**config.mk**
```make
export PLATFORM = sky130hd
export DESIGN_NAME = cpu_stim_gen
export DESIGN_NICKNAME = d
export VERILOG_FILES = /design/src/rtl/cpu_stim_gen.sv
export SDC_FILE = /design/constraint.sdc
export NUM_CORES = 1
export LEC_CHECK = 0
export ABC_AREA = 1
export BUFFER_PORTS_ARGS = -buffer_cell sky130_fd_sc_hd__buf_2
export CAP_MARGIN = 0
export CORE_AREA = 5 5 290 292
export CTS_CLUSTER_SIZE = 8
export DETAILED_ROUTE_END_ITERATION = 8
export DIE_AREA = 0 0 295 297
export GPL_ROUTABILITY_DRIVEN = 1
export PLACE_DENSITY_LB_ADDON = 0.2
export SYNTH_ARGS = -nofsm -noshare
export SYNTH_HDL_FRONTEND = slang
export SYNTH_SLANG_ARGS = --single-unit
```
**constraint.sdc**
```tcl
create_clock -name clk -period 2.1 [get_ports clk]
set_clock_uncertainty 0.1 [all_clocks]
set_input_delay 0 -clock clk [delete_from_list [all_inputs] [get_ports clk]]
set_output_delay 0 -clock clk [all_outputs]
set_load 0.02 [all_outputs]
```
**src/rtl/cpu_stim_gen.sv**
```systemverilog
// Programmable stimulus/monitor harness for the CPU I/O and interrupt ports:
// per-channel pattern generator, periodic interrupt-enable pulser and output-change counter.
module cpu_stim_gen #(
    parameter int unsigned   NCH       = 4,
    parameter int unsigned   DW        = 8,
    parameter int unsigned   CNT_W     = 20,
    parameter int unsigned   TIMEOUT   = 500002,
    parameter logic [DW-1:0] LFSR_TAPS = 8'hB8
) (
    input  logic               clk,
    input  logic               reset,
    input  logic               en,
    input  logic               cfg_we,
    input  logic [3:0]         cfg_ch,
    input  logic [1:0]         cfg_sel,
    input  logic [15:0]        cfg_data,
    input  logic [NCH*DW-1:0]  cpu_out,
    input  logic [3:0]         mon_ch,
    output logic [NCH*DW-1:0]  stim,
    output logic [NCH-1:0]     ie,
    output logic [15:0]        mon_cnt,
    output logic [CNT_W-1:0]   cycles,
    output logic               done
);

    typedef enum logic [1:0] {
        MODE_HOLD = 2'd0,
        MODE_INC  = 2'd1,
        MODE_LFSR = 2'd2,
        MODE_ECHO = 2'd3
    } mode_t;

    localparam logic [CNT_W-1:0] TIMEOUT_C = CNT_W'(TIMEOUT);

    logic             run;
    logic [CNT_W-1:0] cycles_inc;
    logic [15:0]      chg_arr [NCH];

    assign run        = en && !done;
    assign cycles_inc = cycles + 1'b1;

    always_ff @(posedge clk or negedge reset) begin
        if (!reset) begin
            cycles <= '0;
            done   <= 1'b0;
        end else if (run) begin
            cycles <= cycles_inc;
            if (cycles_inc == TIMEOUT_C) begin
                done <= 1'b1;
            end
        end
    end

    for (genvar k = 0; k < NCH; k++) begin : g_ch
        mode_t         mode_q;
        logic [DW-1:0] base_q;
        logic [DW-1:0] stim_q;
        logic [DW-1:0] prev_q;
        logic [DW-1:0] next_gen;
        logic [DW-1:0] cur;
        logic [15:0]   period_q;
        logic [15:0]   irq_cnt;
        logic [15:0]   chg_cnt;
        logic          ie_q;
        logic          hit;

        assign cur = cpu_out[k*DW +: DW];
        assign hit = cfg_we && (cfg_ch == 4'(k));

        always_comb begin
            next_gen = base_q;
            unique case (mode_q)
                MODE_HOLD: next_gen = base_q;
                MODE_INC:  next_gen = stim_q + 1'b1;
                MODE_LFSR: begin
                    // zero would lock the LFSR, so it escapes to 1
                    if (stim_q == '0) begin
                        next_gen = {{(DW-1){1'b0}}, 1'b1};
                    end else if (stim_q[0]) begin
                        next_gen = (stim_q >> 1) ^ LFSR_TAPS;
                    end else begin
                        next_gen = stim_q >> 1;
                    end
                end
                MODE_ECHO: next_gen = cur;
                default:   next_gen = base_q;
            endcase
        end

        always_ff @(posedge clk or negedge reset) begin
            if (!reset) begin
                mode_q   <= MODE_HOLD;
                base_q   <= '0;
                stim_q   <= '0;
                prev_q   <= '0;
                period_q <= '0;
                irq_cnt  <= '0;
                chg_cnt  <= '0;
                ie_q     <= 1'b0;
            end else begin
                if (run) begin
                    stim_q <= next_gen;
                    prev_q <= cur;
                    if ((cur != prev_q) && (chg_cnt != '1)) begin
                        chg_cnt <= chg_cnt + 1'b1;
                    end
                    if (period_q == '0) begin
                        ie_q <= 1'b0;
                    end else if (irq_cnt <= 16'd1) begin
                        ie_q    <= 1'b1;
                        irq_cnt <= period_q;
                    end else begin
                        ie_q    <= 1'b0;
                        irq_cnt <= irq_cnt - 1'b1;
                    end
                end else begin
                    ie_q <= 1'b0;
                end

                // config writes come last so they override the run-time update
                if (hit) begin
                    case (cfg_sel)
                        2'd0: begin
                            mode_q <= mode_t'(cfg_data[1:0]);
                            if (!done) begin
                                stim_q <= base_q;
                            end
                        end
                        2'd1: begin
                            base_q <= cfg_data[DW-1:0];
                            if (!done) begin
                                stim_q <= cfg_data[DW-1:0];
                            end
                        end
                        2'd2: begin
                            period_q <= cfg_data;
                            irq_cnt  <= cfg_data;
                        end
                        default: ;
                    endcase
                end
            end
        end

        assign stim[k*DW +: DW] = stim_q;
        assign ie[k]            = ie_q;
        assign chg_arr[k]       = chg_cnt;
    end

    always_comb begin
        mon_cnt = '0;
        for (int unsigned i = 0; i < NCH; i++) begin
            if (mon_ch == 4'(i)) begin
                mon_cnt = chg_arr[i];
            end
        end
    end

endmodule

```
# Word level (Yosys, flattened, before mapping)
# Cells that the tools add are included.
# W data, S select, Z words.
dict set report op_classes {
  n_addsub 13
  multipliers 0
  div 0
  n_lt_le_gt_ge 4
  n_eq_ne 29
  shift 0
  n_mux 68
  n_bitwise 4
  n_reduce_logical 42
}
# operator count
set ops {}
lappend ops {{$mux W16} 24}
lappend ops {{$mux W8} 24}
lappend ops {{$pmux W8 S4} 4}
lappend ops {{$add A16 B1 Y16 const B} 4}
lappend ops {{$le A16 B1 Y1 const B} 4}
lappend ops {{$logic_not A16 Y1} 4}
lappend ops {{$ne A16 B16 Y1 const B} 4}
lappend ops {{$pmux W8 S2} 4}
lappend ops {{$sub A16 B1 Y16 const B} 4}
lappend ops {{$reduce_and A2 Y1} 17}
lappend ops {{$add A8 B1 Y8 const B} 4}
lappend ops {{$logic_not A8 Y1} 4}
lappend ops {{$ne A8 B8 Y1} 4}
lappend ops {{$add A20 B1 Y20 const B} 1}
lappend ops {{$eq A20 B19 Y1 const B} 1}
lappend ops {{$eq A2 B2 Y1 const B} 9}
lappend ops {{$eq A4 B2 Y1 const B} 4}
lappend ops {{$not A3 Y4} 4}
lappend ops {{$mux W1} 12}
lappend ops {{$eq A2 B1 Y1 const B} 5}
lappend ops {{$logic_not A2 Y1} 5}
lappend ops {{$logic_and A1 B1 Y1} 9}
lappend ops {{$eq A4 B1 Y1 const B} 2}
lappend ops {{$logic_not A4 Y1} 2}
lappend ops {{$logic_not A1 Y1} 1}
dict set report totals {
  regBits 321
  latch_bits 0
  ram_bits 0
  romBits 0
  wordCells 194
  memories 0
}

# Longest topological paths before layout
dict set report logic_depth {
  word_depth 8
  depth_mapped 14
  depth_no_buf 13
}

# Worst setup path before layout
# OpenSTA, ideal clock, no wires.
dict set report synth_timing {
  path_kind {register to register}
  startpoint {reg cycles[1]}
  endpoint {reg done}
  setup_ps 68
  arrival_ps 1694
  required_ps 1932
  path_slack_ps 238
  path_stages_with_launch 11
  path_buffers 1
  path_cell_list {dfrtp_1 -> ha_1 -> buf_2 -> nand2_1 -> nor2_1 -> nand3_1 -> o21ai_0 -> nand3_1 -> nor3_1 -> nand3_1 -> nand2_1}
}
dict set report synth_via {
  elab_chain_len 3
}
# element line
set synth_rtl {}
lappend synth_rtl {{from (decl)} 22} ;# output logic [CNT_W-1:0] cycles,
lappend synth_rtl {{from (signal assigned)} 47} ;# cycles <= cycles_inc;
lappend synth_rtl {{$add A20 B1 Y20} 40} ;# assign cycles_inc = cycles + 1'b1;
lappend synth_rtl {{$eq A20 B19 Y1} 48} ;# if (cycles_inc == TIMEOUT_C) begin
lappend synth_rtl {{$reduce_and A2 Y1 (no source line)} -}
lappend synth_rtl {{to (signal assigned)} 45} ;# done <= 1'b0;
lappend synth_rtl {{to (signal assigned)} 49} ;# done <= 1'b1;
lappend synth_rtl {{to (decl)} 23} ;# output logic done
# Every way passes these cells.
# A chain may end at the register's enable or synchronous reset.

# Worst setup path after layout
dict set report layout_timing {
  startpoint {reg g_ch[3].prev_q[1]}
  endpoint {reg g_ch[3].chg_cnt[8]}
}
dict set report layout_via {
  elab_chain_len 3
}
# element line
set layout_rtl {}
lappend layout_rtl {{from (decl)} 58} ;# logic [DW-1:0] prev_q;
lappend layout_rtl {{from (signal assigned)} 103} ;# prev_q <= cur;
lappend layout_rtl {{$ne A8 B8 Y1} 104} ;# if ((cur != prev_q) && (chg_cnt != '1)) begin
lappend layout_rtl {{$logic_and A1 B1 Y1} 104}
lappend layout_rtl {{$reduce_and A2 Y1 (no source line)} -}
lappend layout_rtl {{to (signal assigned)} 105} ;# chg_cnt <= chg_cnt + 1'b1;
lappend layout_rtl {{to (decl)} 63} ;# logic [15:0] chg_cnt;
# Every way passes these cells.

==> summary.txt <==
Clock network
  • Root buffer cell: sky130_fd_sc_hd__clkbuf_16
  • H-tree levels: 2
  • TritonCTS clock tree: built
  • Later-pin clock latency in the skew report: 0.61 ns
  • CTS sink cnt: 321
  • TritonCTS buffer count: 48
  • Clock transition time at the flip-flop clock pins of the worst setup and hold paths: 0.05 ns
  • CTS max path bufs: 3

Global route
  • Antenna violations before repair: 2
  • Layer carrying the most global-route usage: met2
  • Pin count of the biggest net entering global routing: 110
  • M1 GR Usage: 22.3%
  • Global route overflow: 0
  • Met2 demand-to-capacity share in global routing: 25.0%
  • Vias in the first global route: 19.2k
  • GR Util met3: 2.33%
  • First-pass GRT wire length: 111,000 um
  • Total routing resource utilization after global routing: 15.7%

Yosys
  • Summed instance area of the synthesized netlist: 20,100 um2
  • Total nets after synthesis: 2,955
  • Main area contributors after synthesis: sky130_fd_sc_hd__dfrtp_1, sky130_fd_sc_hd__nand2_1, sky130_fd_sc_hd__o21ai_0
  • Mapped Avg Cell Area: 7.00 um2
  • Distinct cell type count of the synthesized netlist: 51
  • Total of flip-flops plus latches after synthesis: 321
  • Total number of yosys warnings: 0
  • Gate Count Post-Synth: 2,871
  • Cell type with the highest aggregate area in the netlist: sky130_fd_sc_hd__dfrtp_1
  • Area share of the leading cell type in the synthesized netlist: 40.0%
  • Register area share after synthesis: 40.0%

Drt
  • Detailed-route via count: 19.6k
  • Detailed Routing Iterations Pass 1: 5
  • Avg WL per Cell: 16.6 um
  • Detailed Route Iter0 Violations: 1,222
  • Vias/cell: 4.62
  • Final ANT Viol Nets: 0
  • Overall routed net length: 70,400 um
  • Drt drc: 0

STA
  • Tightest slew margin relative to the limit: 59.8%
  • Setup ws final: 0.0881 ns
  • Top achievable clock speed: 497 MHz
  • Slew @ Worst Pin: 0.598 ns
  • Number of endpoints failing setup at the final stage: 0
  • Final period util: 95.8%
  • Number of failing hold endpoints at the final stage: 0
  • Final hold slack: 0.0796 ns
  • Max-slew violation total from the final report: 0
  • Post-layout min period: 2.01 ns

Placed design
  • RD Place Congestion: 0.874
  • Count of input and output buffers: 134
  • Area post-placement: 22,800 um2
  • Pre-CTS setup slack: 0.0912 ns
  • Post-detail-place hpwl: 51,400 um

Floorplan
  • Die Footprint: 87,600 um2
  • Effective utilization at floorplan: 24.7%
  • Num rows: 105
  • Die boundary width: 295 um
  • Number of I/O pins: 135
  • Area inside the core boundary: 81,300 um2
  • Die Y: 297 um

Power and ir drop
  • Final total power: 18.2 mW
  • Max rail drop VDD: 0.000527 V
  • Static leakage power: 11.8 nW
  • Power density normalized to cell area: 729 nW/um2

Critical path
  • Worst setup SP type: register
  • Reg-to-reg critical path endpoint: g_ch[3].chg_cnt[8]$_DFFE_PN0P_
  • Crit path capture type: register
  • CP startpoint: g_ch[3].prev_q[1]$_DFFE_PN0P_
  • Crit-path max FO: 9
  • Startpoint-to-endpoint class of the critical path: register to register
  • Data required time at the worst endpoint: 2.46 ns
  • CP Data Arrival Time: 2.37 ns
  • Critical Path End: g_ch[3].chg_cnt[8]$_DFFE_PN0P_
  • Depth of the worst register-to-register path: 8
  • Register-to-Register Setup Slack: 0.09 ns
  • Launch point of the worst reg-to-reg path: g_ch[3].prev_q[1]$_DFFE_PN0P_

Status
  • Result of the run: complete, no violations

Run
  • Maxcap violations: 0

Finish
  • Post-layout net count: 3,243
  • Most common library cell in the layout ignoring fill and taps: sky130_fd_sc_hd__nand2_1
  • Final instance area: 24,900 um2
  • Proportion of layout cells with a drive suffix above 1: 12.9%
  • Final core occ: 30.6%
  • Area delta synth->final: 24.0%
  • Commonest non-fill, non-tap cells in the layout: sky130_fd_sc_hd__nand2_1, sky130_fd_sc_hd__o21ai_0, sky130_fd_sc_hd__inv_1

Min path
  • Type of the worst min-delay path: input port to register
  • Critical hold path startpoint: cpu_out[20]
==> registers in the layout, summed over array words and instances, names as in the netlist <==
signal,flops
cycles,20
g_ch.mode_q,8
g_ch.irq_cnt,64
g_ch.base_q,32
g_ch.ie_q,4
g_ch.stim_q,32
g_ch.chg_cnt,64
g_ch.prev_q,32
done,1
g_ch.period_q,64
==> metal layers <==
metal / vias to the layer above / share of wire (%)
met2: 385 / 45
met4: 0 / 2.6
li1: 9905 / -
met3: 93 / 4.4
met1: 9207 / 48
met5: - / 0
==> worst max-delay path: stages (launching register included) <==
cell and delay, ns:
sky130_fd_sc_hd__dfrtp_1 0.38, sky130_fd_sc_hd__or2_2 0.27, sky130_fd_sc_hd__a21oi_1 0.14, sky130_fd_sc_hd__nand4_1 0.38, sky130_fd_sc_hd__nand3_2 0.23, sky130_fd_sc_hd__inv_2 0.07
sky130_fd_sc_hd__buf_4 0.17, sky130_fd_sc_hd__nand2_1 0.05, sky130_fd_sc_hd__o21ai_0 0.07
==> cells in the mapped netlist (all sizes together) <==
| cell | n |
|---|---|
| nor2 | 249 |
| or2 | 10 |
| o22ai | 24 |
| a21oi | 110 |
| o221ai | 5 |
| clkbuf | 35 |
| inv | 400 |
| nor4 | 8 |
| nand2 | 760 |
| a21o | 1 |
| a22oi | 2 |
| nand3b | 3 |
| xor2 | 101 |
| a221oi | 2 |
| nand3 | 159 |
| a31oi | 15 |
| a22o | 1 |
| dfrtp | 321 |
| o2111ai | 3 |
| xnor2 | 7 |
| or3 | 2 |
| buf | 58 |
| nor3b | 1 |
| a211oi | 8 |
| and3 | 1 |
| o21bai | 4 |
| o21ai | 399 |
| clkinv | 1 |
| a211o | 1 |
| nand4 | 65 |
| a21boi | 4 |
| o211ai | 31 |
| o31ai | 2 |
| ha | 22 |
| and2 | 1 |
| nor3 | 55 |
==> how the worst min path moves through the flow <==
stage	endpoint	slack (ns)	cells past startpoint
4_1_cts	g_ch[2].prev_q[4]$_DFFE_PN0P_	0.04	4
6_report	g_ch[2].prev_q[4]$_DFFE_PN0P_	0.08	4
2_1_floorplan	cycles[0]$_DFFE_PN0P_	-0.40	0
3_3_place_gp	g_ch[0].irq_cnt[10]$_DFF_PN0_	-0.23	1
5_1_grt	g_ch[3].prev_q[6]$_DFFE_PN0P_	0.08	4
3_5_place_dp	g_ch[0].period_q[10]$_DFFE_PN0P_	-0.23	1
==> per-stage QoR <==
stage / instances / setup TNS (ns)
3_3_place_gp: 4109 / 0
3_5_place_dp: 4109 / 0
6_report: 4244 / 0
4_1_cts: 4236 / 0
2_1_floorplan: 2871 / 0
5_1_grt: 4243 / -0.0442
==> layout make-up <==
cell class	count	area, um2
inverter	401	1510
clock inverter	6	81.3
sequential	321	8040
fill	8850	56400
tap	1070	1340
multi-input combinational	2056	10200
clock buffer	58	1280
antenna	1	2.50
timing repair buffer	331	2470
==> logic make-up after synthesis <==
logic type      count (synthesis)  synth area share [%]
compound gates                612                  16.4
flops                         321                  40.0
simple gates                 1314                  27.8
fa+ha+maj                      22                  1.37
buf+inv                       494                  9.78
xor+xnor                      108                  4.71
==> power breakdown <==
group	leakage, nW	switching, mW	internal [mW]
Clock	0.667	2.99	4.25
Sequential	3.85	0.518	6.86
Combinational	7.30	2.30	1.24
==> timing repair <==
item	in CTS	in global routing
gates cloned	0	1
hold endpoints to repair	557	0
hold buffers	63	0
gates resized for setup	2	26
endpoints found under the setup margin	2	88
setup buffers	0	8
pin swaps	0	4
Note: power is estimated with default switching activity, not from simulation.
